$ cat config.mk
export PLATFORM = sky130hd
export DESIGN_NAME = fifo_serial_reader
export DESIGN_NICKNAME = d
export VERILOG_FILES = /design/src/rtl/fifo_serial_pkg.sv /design/src/rtl/fifo_serial_reader_bit_timer.sv /design/src/rtl/fifo_serial_reader.sv
export SDC_FILE = /design/constraint.sdc
export NUM_CORES = 1
export LEC_CHECK = 0
export BUFFER_PORTS_ARGS = -buffer_cell sky130_fd_sc_hd__buf_2
export CAP_MARGIN = 20
export CORE_MARGIN = 4
export CORE_UTILIZATION = 40
export DETAILED_ROUTE_END_ITERATION = 8
export SYNTH_ARGS = -nofsm -noshare
export SYNTH_HDL_FRONTEND = slang
export SYNTH_SLANG_ARGS = --single-unit
$ cat constraint.sdc
create_clock -name clk -period 2.19 [get_ports clk]
set_input_delay 0.438 -clock clk [delete_from_list [all_inputs] [get_ports clk]]
set_output_delay 0.438 -clock clk [all_outputs]
set_load 0.1 [all_outputs]
$ cat src/rtl/fifo_serial_pkg.sv
// ============================================================================
// Module      : fifo_serial_pkg
// Description : Shared types and constants for the FIFO serial reader.
// Revision    : 1.0 - initial release
// ============================================================================
`default_nettype none

package fifo_serial_pkg;

    typedef enum logic [2:0] {
        IDLE  = 3'd0,
        REQ   = 3'd1,
        WAIT  = 3'd2,
        START = 3'd3,
        DATA  = 3'd4,
        STOP  = 3'd5
    } state_e;

    localparam int   FRAME_CNT_W = 16;
    localparam logic TX_IDLE     = 1'b1;

endpackage

`default_nettype wire

$ cat src/rtl/fifo_serial_reader_bit_timer.sv
// ============================================================================
// Module      : bit_timer
// Description : Free-running bit-period counter with a last-cycle tick.
// Revision    : 1.0 - initial release
// ============================================================================
`default_nettype none

module bit_timer #(
    parameter int CLKS_PER_BIT = 16
) (
    input  logic clk,
    input  logic rst,
    input  logic clear_i,
    output logic tick_o,
    output logic pre_tick_o
);

    localparam int CNT_W = (CLKS_PER_BIT > 1) ? $clog2(CLKS_PER_BIT) : 1;
    localparam logic [CNT_W-1:0] LAST     = CNT_W'(CLKS_PER_BIT - 1);
    localparam logic [CNT_W-1:0] PRE_LAST = CNT_W'(CLKS_PER_BIT - 2);

    logic [CNT_W-1:0] cnt_q;
    logic [CNT_W-1:0] cnt_d;

    assign tick_o     = (cnt_q == LAST);
    // Lets the parent register outputs that must line up with the next tick.
    assign pre_tick_o = !clear_i && (cnt_q == PRE_LAST);

    always_comb begin
        cnt_d = cnt_q + CNT_W'(1);
        if (clear_i || tick_o) begin
            cnt_d = '0;
        end
    end

    always_ff @(posedge clk) begin
        if (rst) begin
            cnt_q <= '0;
        end else begin
            cnt_q <= cnt_d;
        end
    end

endmodule

`default_nettype wire

$ cat src/rtl/fifo_serial_reader.sv
// ============================================================================
// Module      : fifo_serial_reader
// Description : Drains a FIFO one word at a time into LSB-first serial frames.
// Revision    : 1.0 - initial release
// ============================================================================
`default_nettype none

module fifo_serial_reader
    import fifo_serial_pkg::*;
#(
    parameter int DATO_WIDTH   = 8,
    parameter int CLKS_PER_BIT = 16,
    parameter int STOP_BITS    = 1
) (
    input  logic                   clk,
    input  logic                   rst,
    input  logic                   en_i,
    input  logic                   fifo_empty_i,
    input  logic [DATO_WIDTH-1:0]  fifo_data_i,
    output logic                   fifo_rd_o,
    output logic                   tx_o,
    output logic                   busy_o,
    output logic                   done_o,
    output logic [FRAME_CNT_W-1:0] frame_cnt_o
);

    localparam int IDX_W = (DATO_WIDTH > 1) ? $clog2(DATO_WIDTH) : 1;
    localparam logic [IDX_W-1:0] LAST_IDX  = IDX_W'(DATO_WIDTH - 1);
    localparam logic             LAST_STOP = 1'(STOP_BITS - 1);

    state_e                  state_q, state_d;
    logic [DATO_WIDTH-1:0]   shift_q, shift_d;
    logic [IDX_W-1:0]        idx_q, idx_d;
    logic                    stop_q, stop_d;
    logic                    tx_q, tx_d;
    logic                    rd_q, rd_d;
    logic                    done_q, done_d;
    logic [FRAME_CNT_W-1:0]  cnt_q, cnt_d;

    logic w_tick;
    logic w_pre_tick;
    logic w_timer_clear;

    assign w_timer_clear = (state_q == WAIT);

    bit_timer #(
        .CLKS_PER_BIT (CLKS_PER_BIT)
    ) u_bit_timer (
        .clk        (clk),
        .rst        (rst),
        .clear_i    (w_timer_clear),
        .tick_o     (w_tick),
        .pre_tick_o (w_pre_tick)
    );

    always_comb begin
        state_d = state_q;
        shift_d = shift_q;
        idx_d   = idx_q;
        stop_d  = stop_q;
        case (state_q)
            IDLE: begin
                if (en_i && !fifo_empty_i) begin
                    state_d = REQ;
                end
            end
            REQ: begin
                state_d = WAIT;
            end
            WAIT: begin
                shift_d = fifo_data_i;
                idx_d   = '0;
                stop_d  = 1'b0;
                state_d = START;
            end
            START: begin
                if (w_tick) begin
                    state_d = DATA;
                end
            end
            DATA: begin
                if (w_tick) begin
                    shift_d = shift_q >> 1;
                    if (idx_q == LAST_IDX) begin
                        idx_d   = '0;
                        state_d = STOP;
                    end else begin
                        idx_d = idx_q + IDX_W'(1);
                    end
                end
            end
            STOP: begin
                if (w_tick) begin
                    if (stop_q == LAST_STOP) begin
                        stop_d  = 1'b0;
                        state_d = IDLE;
                    end else begin
                        stop_d = stop_q + 1'b1;
                    end
                end
            end
            default: begin
                state_d = IDLE;
            end
        endcase

        // Outputs are registered, so they are decoded from the next state.
        rd_d = (state_d == REQ);
        tx_d = TX_IDLE;
        if (state_d == START) begin
            tx_d = 1'b0;
        end else if (state_d == DATA) begin
            tx_d = shift_d[0];
        end
        done_d = (state_d == STOP) && (stop_d == LAST_STOP) && w_pre_tick;
        cnt_d  = done_d ? cnt_q + FRAME_CNT_W'(1) : cnt_q;
    end

    always_ff @(posedge clk) begin
        if (rst) begin
            state_q <= IDLE;
            shift_q <= '0;
            idx_q   <= '0;
            stop_q  <= 1'b0;
            tx_q    <= TX_IDLE;
            rd_q    <= 1'b0;
            done_q  <= 1'b0;
            cnt_q   <= '0;
        end else begin
            state_q <= state_d;
            shift_q <= shift_d;
            idx_q   <= idx_d;
            stop_q  <= stop_d;
            tx_q    <= tx_d;
            rd_q    <= rd_d;
            done_q  <= done_d;
            cnt_q   <= cnt_d;
        end
    end

    assign fifo_rd_o   = rd_q;
    assign tx_o        = tx_q;
    assign busy_o      = (state_q != IDLE);
    assign done_o      = done_q;
    assign frame_cnt_o = cnt_q;

endmodule

`default_nettype wire

### Yosys cells after proc, flatten, opt, wreduce, memory -nomap -nowiden

Cells that the tools add are included.

| operators by class | value |
|---|---|
| shift operators | 0 |
| add/sub/neg operators | 4 |
| divide/modulo/power cells | 0 |
| multiply operators | 0 |
| reductions and logical operators | 12 |
| eq/ne operators | 13 |
| order comparisons | 0 |
| mux-type cells | 17 |
| bitwise logic cells | 1 |

Operator list:

| kind | number |
|---|---|
| $mux 3 | 8 |
| $pmux 3 s6 | 1 |
| $add 16x1->16 const B | 1 |
| $pmux 8 s2 | 1 |
| $eq 3x3->1 const B | 5 |
| $eq 3x2->1 const B | 3 |
| $eq 4x4->1 const B | 2 |
| $mux 8 | 1 |
| $eq 3x1->1 const B | 2 |
| $pmux 3 s2 | 1 |
| $add 4x1->4 const B | 1 |
| $logic_and 1x1->1 | 4 |
| $mux 1 | 4 |
| $add 3x1->3 const B | 1 |
| $logic_not 3->1 | 1 |
| $reduce_bool 3->1 | 1 |
| $logic_not 1->1 | 2 |
| $ne 2x1->1 const B | 1 |
| $pmux 1 s2 | 1 |
| $reduce_and 2->1 | 1 |
| $reduce_bool 2->1 | 1 |
| $reduce_or 2->1 | 1 |
| $add 1x1->1 const B | 1 |
| $logic_or 1x1->1 | 1 |
| $not 1->1 | 1 |

| storage, ports and cells | value |
|---|---|
| memory bits (read-only) | 0 |
| latch bits | 0 |
| RAM bits | 0 |
| logic and storage cells | 57 |
| output and inout port bits | 20 |
| memories | 0 |
| register bits | 38 |

### Longest topological paths before layout

Gate-level depths: netlist of the first run.

| depth | value |
|---|---|
| depth in word-level cells | 7 |
| mapped depth | 7 |
| mapped depth without buffers | 6 |

### By module

From an unflattened synthesis of the first run, not the netlist that was laid out.

| unflattened totals | value |
|---|---|
| cells, all modules | 205 |
| area total of the unflattened synthesis | 1803.0 sq um |

By module, submodules not included:

| module | area each (sq um) | times used | cells an instance |
|---|---|---|---|
| fifo_serial_reader | 1619.1 | 1 | 188 |
| bit_timer | 183.9 | 1 | 17 |

### Worst setup path before layout of the first run

Ideal clock, no wire load.

| path | value |
|---|---|
| path type | register to register |
| from | register cnt_q[3] (netlist: frame_cnt_o[3]) |
| to | register cnt_q[14] (netlist: frame_cnt_o[14]) |
| period minus slack after synthesis | 2.392 ns |
| data required time | 2.069 ns |
| cell stages (with the launch flop) | 6 |
| data arrival time | 2.271 ns |
| setup slack | -0.202 ns |
| cells stage by stage | dfxtp_1 > and4_1 > buf_1 > nand4_1 > nor4_1 > mux2_2 |

| between the ends | value |
|---|---|
| cells in the longest elaborated chain, start to end | 1 |

RTL lines:

| element | RTL line | source |
|---|---|---|
| start, declared | fifo_serial_reader.sv:38 | `logic [FRAME_CNT_W-1:0] cnt_q, cnt_d;` |
| start signal, assigned | fifo_serial_reader.sv:137 | `cnt_q <= cnt_d;` |
| $add 16x1->16 | fifo_serial_reader.sv:116 | `cnt_d = done_d ? cnt_q + FRAME_CNT_W'(1) : cnt_q;` |

No other way between the ends.
A chain may end at the register's enable or synchronous reset.

### Final worst setup path of the first run

| path | value |
|---|---|
| from | register u_bit_timer.cnt_q[0] |
| to | register cnt_q[7] (netlist: frame_cnt_o[7]) |

| between the ends | value |
|---|---|
| cells in the longest elaborated chain, start to end | 6 |
| elaborated cells between the ends (all ways) | 13 |

RTL lines:

| element | RTL line | source |
|---|---|---|
| start, declared | fifo_serial_reader_bit_timer.sv:22 | `logic [CNT_W-1:0] cnt_q;` |
| start signal, assigned | fifo_serial_reader_bit_timer.sv:40 | `cnt_q <= cnt_d;` |
| $eq 4x4->1 | fifo_serial_reader_bit_timer.sv:25 | `assign tick_o = (cnt_q == LAST);` |
| $mux 3 (tied with other cells) | fifo_serial_reader.sv:93 | `if (w_tick) begin` |
| $pmux 3 s6 or $pmux 1 s2 (tied branches) | fifo_serial_reader.sv:61 | `case (state_q)` |
| $eq 3x3->1 or $not 1->1 (tied branches) | fifo_serial_reader.sv:115 | `done_d = (state_d == STOP) && (stop_d == LAST_STOP) && w_pre_tick;` |
| $logic_and 1x1->1 | fifo_serial_reader.sv:115 |  |
| $logic_and 1x1->1 (*) | fifo_serial_reader.sv:115 |  |

Mark *: on every way between the ends. The rest lies on a longest branch, timed or not.

==> out/metrics.yaml, run 1 <==
post-route-drc-count: 0
grtUsageMet2_pct: 21.9
synthFlopType: "dfxtp_1"
irDropWorstVdd_v: 0.000337
drt_first_pass_iters: 4
cp.arrival_ps: 2190
finalWirelength_mm: 4.29
yosysTopAreaCell: "dfxtp_1"
layout-drive-gt1-share_pct: 31.2
netlist_top_cells_count: "dfxtp_1 (38), nor2_1 (21), a21oi_1 (17)"
grt-busiest-layer: "met2"
synthesis.area_um2: 1940
setup_viol: 0
htreeDepth: 2
synth_nets: 236
start_util_pct: 41.3
synth_top_area_share_pct: 39.3
power_density_nw_per_um2: 571
fin_nets: 270
viasPerCell: 5.62
clk_path_buf_depth: 2
hold_viol_final: 0
clock_sinks: 38
layout_min_cycle_time_ps: 2020
row_count: 25
hp-class: "in2reg"
cts_tree: "built"
dr.first_iter.drc_count: 96
async_flop_share_pct: 0
multi_input_area_um2: 1090
finClkSkew_ps: 7.24
yosysSeqAreaShare_pct: 39.3
grt_max_degree: 38
synthCells: 219
yosysWarningCount: 0
rsz0062_at_grt: "no"
diodes: 0
place_congestion: 0.763
grt_remaining_overflow: 0
clk_latency_ps: 290
status: "finished clean"
dp_cells: 300
cts_resized: 0
synth.area.top_cells: "dfxtp_1 (39%), mux2_2 (6.4%), a21oi_1 (4.4%), nor4_1 (4.2%), nor2_1 (4.1%)"
slew_violations: 0
relSlewSlack_pct: 57.5
hold_buffers: 0
finalNonFillerCells: 307
crit_type: "reg2reg"
clk_pin_slew_ps: 80
first_global_vias: 1558
synth_edf_count: 0
portBuffers: 31
area_growth_syn_to_layout_pct: 17.8
route.vias.total: 1724
grt_pass1_wl_mm: 7.20
grtUsageMet1_pct: 20.4
dp_hpwl_mm: 3.05
ys_seq_elements: 38
synthDistinctLibCells: 44
numCtsBuffers: 5
track_usage_pct: 14.8
num_io_pins: 32
gr-usage-met3_pct: 3.94
die-width_um: 77.6
ant_nets: 0
seqCellArea_um2: 772
post-cts-setup-buffer-count: 0
dpl_cell_area_um2: 2200
antenna_found_initial: 0
p_leak_nw: 0.937
worst_pin_slew_ps: 638
setup_tns_ps: 0
post-route-period-util_pct: 92.5
critPathLaunchType: "flop"
required_ps: 2360
avgRoutedWirePerCell_um: 14.0
yosysMostFrequentCell: "dfxtp_1"
end_kind: "flop"
fillCellCount: 476
final_area_um2: 2280
clock.fmax_mhz: 494
syn_area_per_cell_um2: 8.84
die_area_um2: 6020
cts_root_buffer: "clkbuf_8"
core_um2: 4690
cap_violations: 0
crit_fanout: 8
die-height_um: 77.6
==> critical path: stages, from the launching register on <==
cell	delay (ps)
dfxtp_1	370
ha_1	260
and3_4	230
a31oi_4	150
buf_4	200
nor4_1	310
mux2_2	370
==> metrics by stage <==
stage	power, mW	setup WS [ps]	utilization, %	hold WS, ps
after floorplan	0.836	-7.00	-	430
after global placement	0.867	180	46.8	447
after detailed placement	0.867	147	46.8	449
after CTS	1.32	136	48.5	381
after global routing	1.36	7.61	48.6	413
final	1.30	165	48.6	382
==> cells by family after synthesis <==
group	synth area share [%]
multiplexers	6.40
buffers and inverters	4.59
AO/OA/AOI/OAI	14.7
adder cells (fa/ha/maj)	3.23
AND/OR/NAND/NOR	30.5
XOR/XNOR	1.36
flip-flops	39.3
==> flip-flops by register name, indices dropped and copies added (netlist names) <==
| signal | count |
|---|---|
| idx_q | 3 |
| tx_o | 1 |
| fifo_rd_o | 1 |
| shift_q | 8 |
| state_q | 3 |
| u_bit_timer.cnt_q | 4 |
| stop_q | 1 |
| frame_cnt_o | 16 |
| done_o | 1 |
==> worst paths after layout <==
check,endpoint,slack [ps],from,cells past startpoint
min reg2reg,shift_q[3]$_SDFFE_PP0P_,460,shift_q[3]$_SDFFE_PP0P_,2
max reg2reg,frame_cnt_o[7]$_SDFFE_PP0P_,170,u_bit_timer.cnt_q[0]$_SDFF_PP0_,6
min,shift_q[7]$_SDFFE_PP0P_,380,fifo_data_i[7],3
max,frame_cnt_o[7]$_SDFFE_PP0P_,170,u_bit_timer.cnt_q[0]$_SDFF_PP0_,6
==> power by group <==
part | switching (mW) | leakage [nW] | internal [mW]
logic | 0.0851 | 0.580 | 0.0402
registers | 0.0172 | 0.312 | 0.708
clock network | 0.238 | 0.0438 | 0.214
total | 0.341 | 0.937 | 0.962
==> layer usage <==
| layer | routed length, um | share of wire [%] | vias to the layer above |
|---|---|---|---|
| li1 | - | - | 879 |
| met1 | 2150 | 50 | 799 |
| met2 | 1870 | 44 | 40 |
| met3 | 213 | 5.0 | 6 |
| met4 | 54 | 1.3 | 0 |
| met5 | 0 | 0 | - |
==> layout by cell type, fill, tap and decap left out, drive strengths merged <==
| cell | netlist | routed |
|---|---|---|
| a21oi | 17 | 17 |
| a221oi | 1 | 1 |
| a22oi | 7 | 7 |
| a31oi | 2 | 2 |
| a41oi | 1 | 1 |
| and2 | 6 | 6 |
| and3 | 6 | 6 |
| and3b | 1 | 1 |
| and4 | 2 | 2 |
| buf | 10 | 43 |
| clkbuf | 6 | 5 |
| clkinv | 0 | 2 |
| dfxtp | 38 | 38 |
| ha | 5 | 5 |
| inv | 3 | 3 |
| mux2 | 11 | 11 |
| nand2 | 12 | 12 |
| nand2b | 2 | 2 |
| nand3 | 5 | 5 |
| nand4 | 8 | 8 |
| nor2 | 21 | 21 |
| nor2b | 12 | 12 |
| nor3 | 3 | 3 |
| nor3b | 2 | 2 |
| nor4 | 13 | 13 |
| o2111ai | 2 | 2 |
| o211ai | 2 | 2 |
| o21ai | 1 | 1 |
| o21bai | 1 | 1 |
| o22a | 1 | 1 |
| o22ai | 1 | 1 |
| o31ai | 5 | 5 |
| or3 | 1 | 1 |
| or3b | 3 | 3 |
| or4 | 4 | 4 |
| or4b | 1 | 1 |
| xnor2 | 2 | 2 |
| xor2 | 1 | 1 |
==> cell type report <==
cell class              instances  share of cell area, %
multi-input cells             162                   48.0
flip-flops and latches         38                   33.8
repair buffers                 43                   11.3
clock buffers                   5                   3.02
well taps                      54                   2.96
inverters                       3                  0.493
clock inverters                 2                  0.439
Power figures use the tool's default switching activity.
==> run 2: changes to the inputs <==
Settings changed: CELL_PAD_IN_SITES_DETAIL_PLACEMENT set to 1, CELL_PAD_IN_SITES_GLOBAL_PLACEMENT set to 1, PLACE_DENSITY_LB_ADDON set to 0.1.
==> out/metrics.yaml, run 2 (synthesis gave the netlist of run 1 again) <==
final_cell_mix: "buf_2 (31), dfxtp_1 (29), nor2_1 (21)"  # unchanged
numCtsBuffers: 5  # unchanged
power_frac_comb_pct: 10.0  # was 9.6%
setup_viol: 0  # unchanged
htreeDepth: 2  # unchanged
end_kind: "flop"  # unchanged
die_area_um2: 6020  # unchanged
clk_pin_slew_ps: 70  # was 80 ps
hold_viol_final: 0  # unchanged
row_count: 25  # unchanged
cap_violations: 0  # unchanged
portBuffers: 31  # unchanged
finalWirelength_mm: 4.85  # was 4.29 mm
p_sw_share_pct: 26.7  # was 26.1%
clkPwrFrac_pct: 34.7  # about the same
critPathLaunchType: "flop"  # unchanged
pwr-share-seq_pct: 55.2  # was 55.7%
place_congestion: 0.743  # was 0.763
rsz0062_at_grt: "no"  # unchanged
fin_nets: 265  # was 270
crit_fanout: 22  # was 8
cts_root_buffer: "clkbuf_8"  # unchanged
largest_reg_flops: 16  # unchanged
start_util_pct: 41.3  # unchanged
post-route-period-util_pct: 93.7  # was 92.5%
drt_first_pass_iters: 4  # unchanged
switching_power_mw: 0.352  # was 0.341 mW
hp-class: "in2reg"  # unchanged
rr_worst_depth: 5  # was 6
final_common_cell: "buf_2"  # unchanged
clock_sinks: 38  # unchanged
relSlewSlack_pct: 57.3  # was 57.5%
cts_tree: "built"  # unchanged
irDropWorstVdd_v: 0.000314  # was 0.000337 V
clk_latency_ps: 290  # about the same
post-place-ws_ps: 112  # was 147 ps
clock.fmax_mhz: 488  # was 494 MHz
ant_nets: 0  # unchanged
seqCellArea_um2: 772  # unchanged
layout_min_cycle_time_ps: 2050  # was 2020 ps
total_power_mw: 1.32  # was 1.30 mW
crit_type: "reg2reg"  # unchanged
multi_input_area_um2: 1100  # was 1090 um2
p_int_mw: 0.965  # was 0.962 mW
viasPerCell: 5.73  # was 5.62
avgRoutedWirePerCell_um: 16.0  # was 14.0 um
finClkSkew_ps: 5.67  # was 7.24 ps
layout-drive-gt1-share_pct: 30.2  # was 31.2%
track_usage_pct: 16.7  # was 14.8%
num_io_pins: 32  # unchanged
dp_hpwl_mm: 3.29  # was 3.05 mm
post-route-util_pct: 48.2  # was 48.6%
antenna_found_initial: 0  # unchanged
worst_pin_slew_ps: 641  # was 638 ps
cp.arrival_ps: 2240  # was 2190 ps
power_density_nw_per_um2: 582  # was 571 nW/um2
post-cts-setup-buffer-count: 0  # unchanged
grt_max_degree: 46  # was 38
die-height_um: 77.6  # unchanged
first_global_vias: 1709  # was 1558
required_ps: 2380  # was 2360 ps
area_growth_syn_to_layout_pct: 16.8  # was 17.8%
slew_violations: 0  # unchanged
post-route-drc-count: 0  # unchanged
fillCellCount: 573  # was 476
hold_depth: 3  # unchanged
diodes: 0  # unchanged
fin_ws_ps: 139  # was 165 ps
die-width_um: 77.6  # unchanged
grt_pass1_wl_mm: 8.18  # was 7.20 mm
route.vias.total: 1730  # was 1724
status: "finished clean"  # unchanged
p_leak_nw: 0.902  # was 0.937 nW
grt_remaining_overflow: 0  # unchanged
clk_path_buf_depth: 2  # unchanged
dr.first_iter.drc_count: 113  # was 96
core_um2: 4690  # unchanged
-- run 2: cell count changes in the layout (fill, tap and decap cells not counted) --
cell     before  now
buf_4        11    5
nor4_1       13   11
nor4_2        0    2
buf_12        1    2
xnor2_1       1    2
xnor2_2       1    0
-- run 2: power by group through the flow --
stage / Sequential, mW / Clock (mW) / Combinational, mW
global route: 0.729 / 0.514 / 0.146
detailed placement: 0.743 / 0 / 0.134
floorplan: 0.749 / 0 / 0.0875
global placement: 0.741 / 0 / 0.132
CTS: 0.727 / 0.477 / 0.134
finish: 0.727 / 0.457 / 0.132
-- run 2: routing by layer --
metal  up-vias  routed length (um)  global-route usage (%)
met5         -                   0                       0
met4         0                  91                    7.30
met3         8                 121                    3.13
met2        25                2320                    27.4
met1       829                2320                    21.2
li1        868                   -                       -
-- run 2: final cells by class --
class / instances / share of cell area, %
multi-input combinational: 162 / 48.6
sequential: 38 / 34.1
timing repair buffer: 38 / 10.3
clock buffer: 5 / 3.04
tap: 54 / 2.99
inverter: 3 / 0.498
clock inverter: 2 / 0.442
-- run 2: repair_timing --
action                     CTS  global route
setup endpoints to repair    0             2
resized for setup            0             2
hold buffers                 0             0
-- run 2: critical path, stage by stage (launching register included) --
cell,delay [ps]
dfxtp_1,380
ha_1,280
and3_4,240
a31oi_4,250
nor4_1,420
mux2_2,370
-- run 2: path summary, 6_finish.rpt --
check / slack (ps) / endpoint / startpoint
max: 140 / frame_cnt_o[9]$_SDFFE_PP0P_ / u_bit_timer.cnt_q[0]$_SDFF_PP0_
min: 380 / shift_q[7]$_SDFFE_PP0P_ / fifo_data_i[7]
max reg2reg: 140 / frame_cnt_o[9]$_SDFFE_PP0P_ / u_bit_timer.cnt_q[0]$_SDFF_PP0_
min reg2reg: 460 / shift_q[2]$_SDFFE_PP0P_ / shift_q[2]$_SDFFE_PP0P_
-- run 2: per-stage QoR --
step           setup TNS, ps  area (um2)  std cells  hold WS [ps]
2_1_floorplan          -7.00        1950        219           430
4_1_cts                    0        2250        302           371
6_report                   0        2260        302           379
3_3_place_gp               0        2170        295           442
5_1_grt                    0        2260        302           416
3_5_place_dp               0        2170        295           455
==> run 3: changes to the inputs <==
Settings changed: CAP_MARGIN 20 to unset, SYNTH_HIERARCHICAL set to 1.
==> out/metrics.yaml, run 3 <==
post-route-period-util_pct: 100  # was 93.7%
violations: "negative setup slack"
numCtsBuffers: 5  # unchanged
hold_buffers: 0  # unchanged
final_common_cell: "buf_2"  # unchanged
post-place-ws_ps: -123  # was 112 ps
start_util_pct: 41.4  # was 41.3%
synthesis.area_um2: 1800  # was 1940 um2
place_congestion: 0.837  # was 0.743
diodes: 0  # unchanged
synth_top_area_share_pct: 42.2  # was 39.3%
rsz0062_at_grt: "yes"  # was no
cap_violations: 0  # unchanged
synth_edf_count: 0  # unchanged
power_frac_comb_pct: 12.4  # was 10.0%
hold_depth: 3  # unchanged
track_usage_pct: 18.0  # was 16.7%
first_global_vias: 1743  # was 1709
rr_worst_depth: 7  # was 5
final_cell_mix: "buf_2 (31), dfxtp_1 (28), a21oi_1 (19)"  # was buf_2 (31), dfxtp_1 (29), nor2_1 (21)
final_area_um2: 2240  # was 2260 um2
fin_ws_ps: -3.54  # was 139 ps
avgRoutedWirePerCell_um: 15.9  # was 16.0 um
drt_first_pass_iters: 4  # unchanged
portBuffers: 31  # unchanged
pwr-share-seq_pct: 51.6  # was 55.2%
row_count: 24  # was 25
post-route-drc-count: 0  # unchanged
clk_pin_slew_ps: 80  # was 70 ps
synth_nets: 222  # was 236
grt_pass1_wl_mm: 7.90  # was 8.18 mm
num_io_pins: 32  # unchanged
layout-drive-gt1-share_pct: 33.3  # was 30.2%
finClkSkew_ps: 10.2  # was 5.67 ps
die-width_um: 75.1  # was 77.6 um
p_sw_share_pct: 27.1  # was 26.7%
slew_violations: 0  # unchanged
core_um2: 4350  # was 4690 um2
area_growth_syn_to_layout_pct: 24.2  # was 16.8%
yosysMostFrequentCell: "dfxtp_1"  # unchanged
switching_power_mw: 0.381  # was 0.352 mW
total_power_mw: 1.41  # was 1.32 mW
cp.arrival_ps: 2410  # was 2240 ps
setup_tns_ps: -3.54  # was 0 ps
layout_min_cycle_time_ps: 2190  # was 2050 ps
clkPwrFrac_pct: 36.0  # was 34.7%
synthDistinctLibCells: 42  # was 44
clk_latency_ps: 290  # about the same
route.vias.total: 1698  # was 1730
synthCells: 205  # was 219
crit_fanout: 8  # was 22
cts_root_buffer: "clkbuf_8"  # unchanged
grt_remaining_overflow: 0  # unchanged
largest_reg_flops: 16  # unchanged
antenna_found_initial: 0  # unchanged
grt_max_degree: 38  # was 46
finalWirelength_mm: 4.75  # was 4.85 mm
fin_nets: 262  # was 265
relSlewSlack_pct: 51.5  # was 57.3%
setup_viol: 1  # was 0
hold_viol_final: 0  # unchanged
dpl_cell_area_um2: 2030  # was 2170 um2
hp-class: "in2reg"  # unchanged
power_density_nw_per_um2: 629  # was 582 nW/um2
viasPerCell: 5.70  # was 5.73
ys_seq_elements: 38  # unchanged
cts_tree: "built"  # unchanged
worst_pin_slew_ps: 727  # was 641 ps
synthFlopType: "dfxtp_1"  # unchanged
dr.first_iter.drc_count: 52  # was 113
die-height_um: 75.1  # was 77.6 um
syn_area_per_cell_um2: 8.80  # was 8.84 um2
critPathLaunchType: "flop"  # unchanged
clk_path_buf_depth: 2  # unchanged
yosysWarningCount: 6  # was 0
hold-worst-slack_ps: 398  # was 379 ps
synth.area.top_cells: "dfxtp_1 (42%), a21oi_1 (5.8%), o31ai_1 (5.4%), or4_1 (5.0%), a22oi_1 (4.2%)"  # was dfxtp_1 (39%), mux2_2 (6.4%), a21oi_1 (4.4%), nor4_1 (4.2%), nor2_1 (4.1%)
p_int_mw: 1.03  # was 0.965 mW
required_ps: 2410  # was 2380 ps
p_leak_nw: 0.857  # was 0.902 nW
htreeDepth: 2  # unchanged
dp_cells: 282  # was 295
ant_nets: 0  # unchanged
async_flop_share_pct: 0  # unchanged
clock.fmax_mhz: 456  # was 488 MHz
post-route-util_pct: 51.4  # was 48.2%
irDropWorstVdd_v: 0.000483  # was 0.000314 V
yosysSeqAreaShare_pct: 42.2  # was 39.3%
crit_type: "reg2reg"  # unchanged
finalNonFillerCells: 298  # was 302
end_kind: "flop"  # unchanged
status: "complete, but fails checks"  # was finished clean
netlist_top_cells_count: "dfxtp_1 (38), a21oi_1 (21), nand2_1 (18)"  # was dfxtp_1 (38), nor2_1 (21), a21oi_1 (17)
dp_hpwl_mm: 3.15  # was 3.29 mm
die_area_um2: 5650  # was 6020 um2
yosysTopAreaCell: "dfxtp_1"  # unchanged
clock_sinks: 38  # unchanged
[run 3: cell types whose count changed after synthesis, moves of 6 or more]
cell | previous run | this run
or4_1 | 4 | 12
nor4_1 | 13 | 1
nand2_1 | 12 | 18
nor2_1 | 21 | 15
o31ai_1 | 5 | 13
mux2_2 | 11 | 1
nor2b_1 | 11 | 3
[run 3: layout make-up]
cell class / instances / area (um2)
Timing Repair Buffer: 47 / 297
Tap cell: 52 / 65.1
Sequential cell: 38 / 773
Inverter: 6 / 22.5
Clock inverter: 2 / 12.5
Clock buffer: 6 / 82.6
Fill cell: 529 / 2110
Multi-Input combinational cell: 147 / 987
[run 3: power groups by stage]
stage	Combinational (mW)	Sequential [mW]	Clock (mW)
after detailed placement	0.164	0.740	0
after CTS	0.171	0.726	0.524
after global placement	0.158	0.738	0
after floorplan	0.114	0.753	0
after global routing	0.190	0.730	0.550
final	0.174	0.727	0.507
[run 3: cell families (layout without fill, tap and decap cells)]
family                   after synthesis  after routing  share of synthesized area, %
AND/OR/NAND/NOR                       80             80                          25.2
adder cells (fa/ha/maj)                5              5                          3.47
flip-flops                            38             38                          42.2
XOR/XNOR                               2              2                         0.972
multiplexers                           1              1                         0.625
AO/OA/AOI/OAI                         59             59                          22.1
buffers and inverters                 20             61                          5.41
[run 3: metal layers]
metal	track usage, %	routed length, um	up-vias
met4	6.80	76	0
met3	4.54	180	9
met2	30.5	2390	29
met5	0	0	-
met1	22.1	2100	821
li1	-	-	839
[run 3: worst max-delay path, cell delays in order (launching register included)]
cell and delay [ps]:
dfxtp_2 360, ha_4 140, and3_4 190, and4bb_1 250, o2bb2a_4 180, a311o_2 440, or4_4 440, a21oi_2 130
[run 3: repair_timing]
action | CTS | global route
cloned | 0 | 1
gates resized for setup | 8 | 6
setup buffers | 5 | 2
pin swaps | 6 | 3
setup endpoints to repair | 5 | 13
[run 3: path summary, 6_finish.rpt]
check / slack (ps) / from / end
worst max-delay path: -4 / u_bit_timer/cnt_q[1]$_SDFF_PP0_ / frame_cnt_o[15]$_SDFFE_PP0P_
worst min-delay path: 400 / fifo_data_i[7] / shift_q[7]$_SDFFE_PP0P_
worst max register to register: -4 / u_bit_timer/cnt_q[1]$_SDFF_PP0_ / frame_cnt_o[15]$_SDFFE_PP0P_
worst min register to register: 470 / shift_q[4]$_SDFFE_PP0P_ / shift_q[4]$_SDFFE_PP0P_
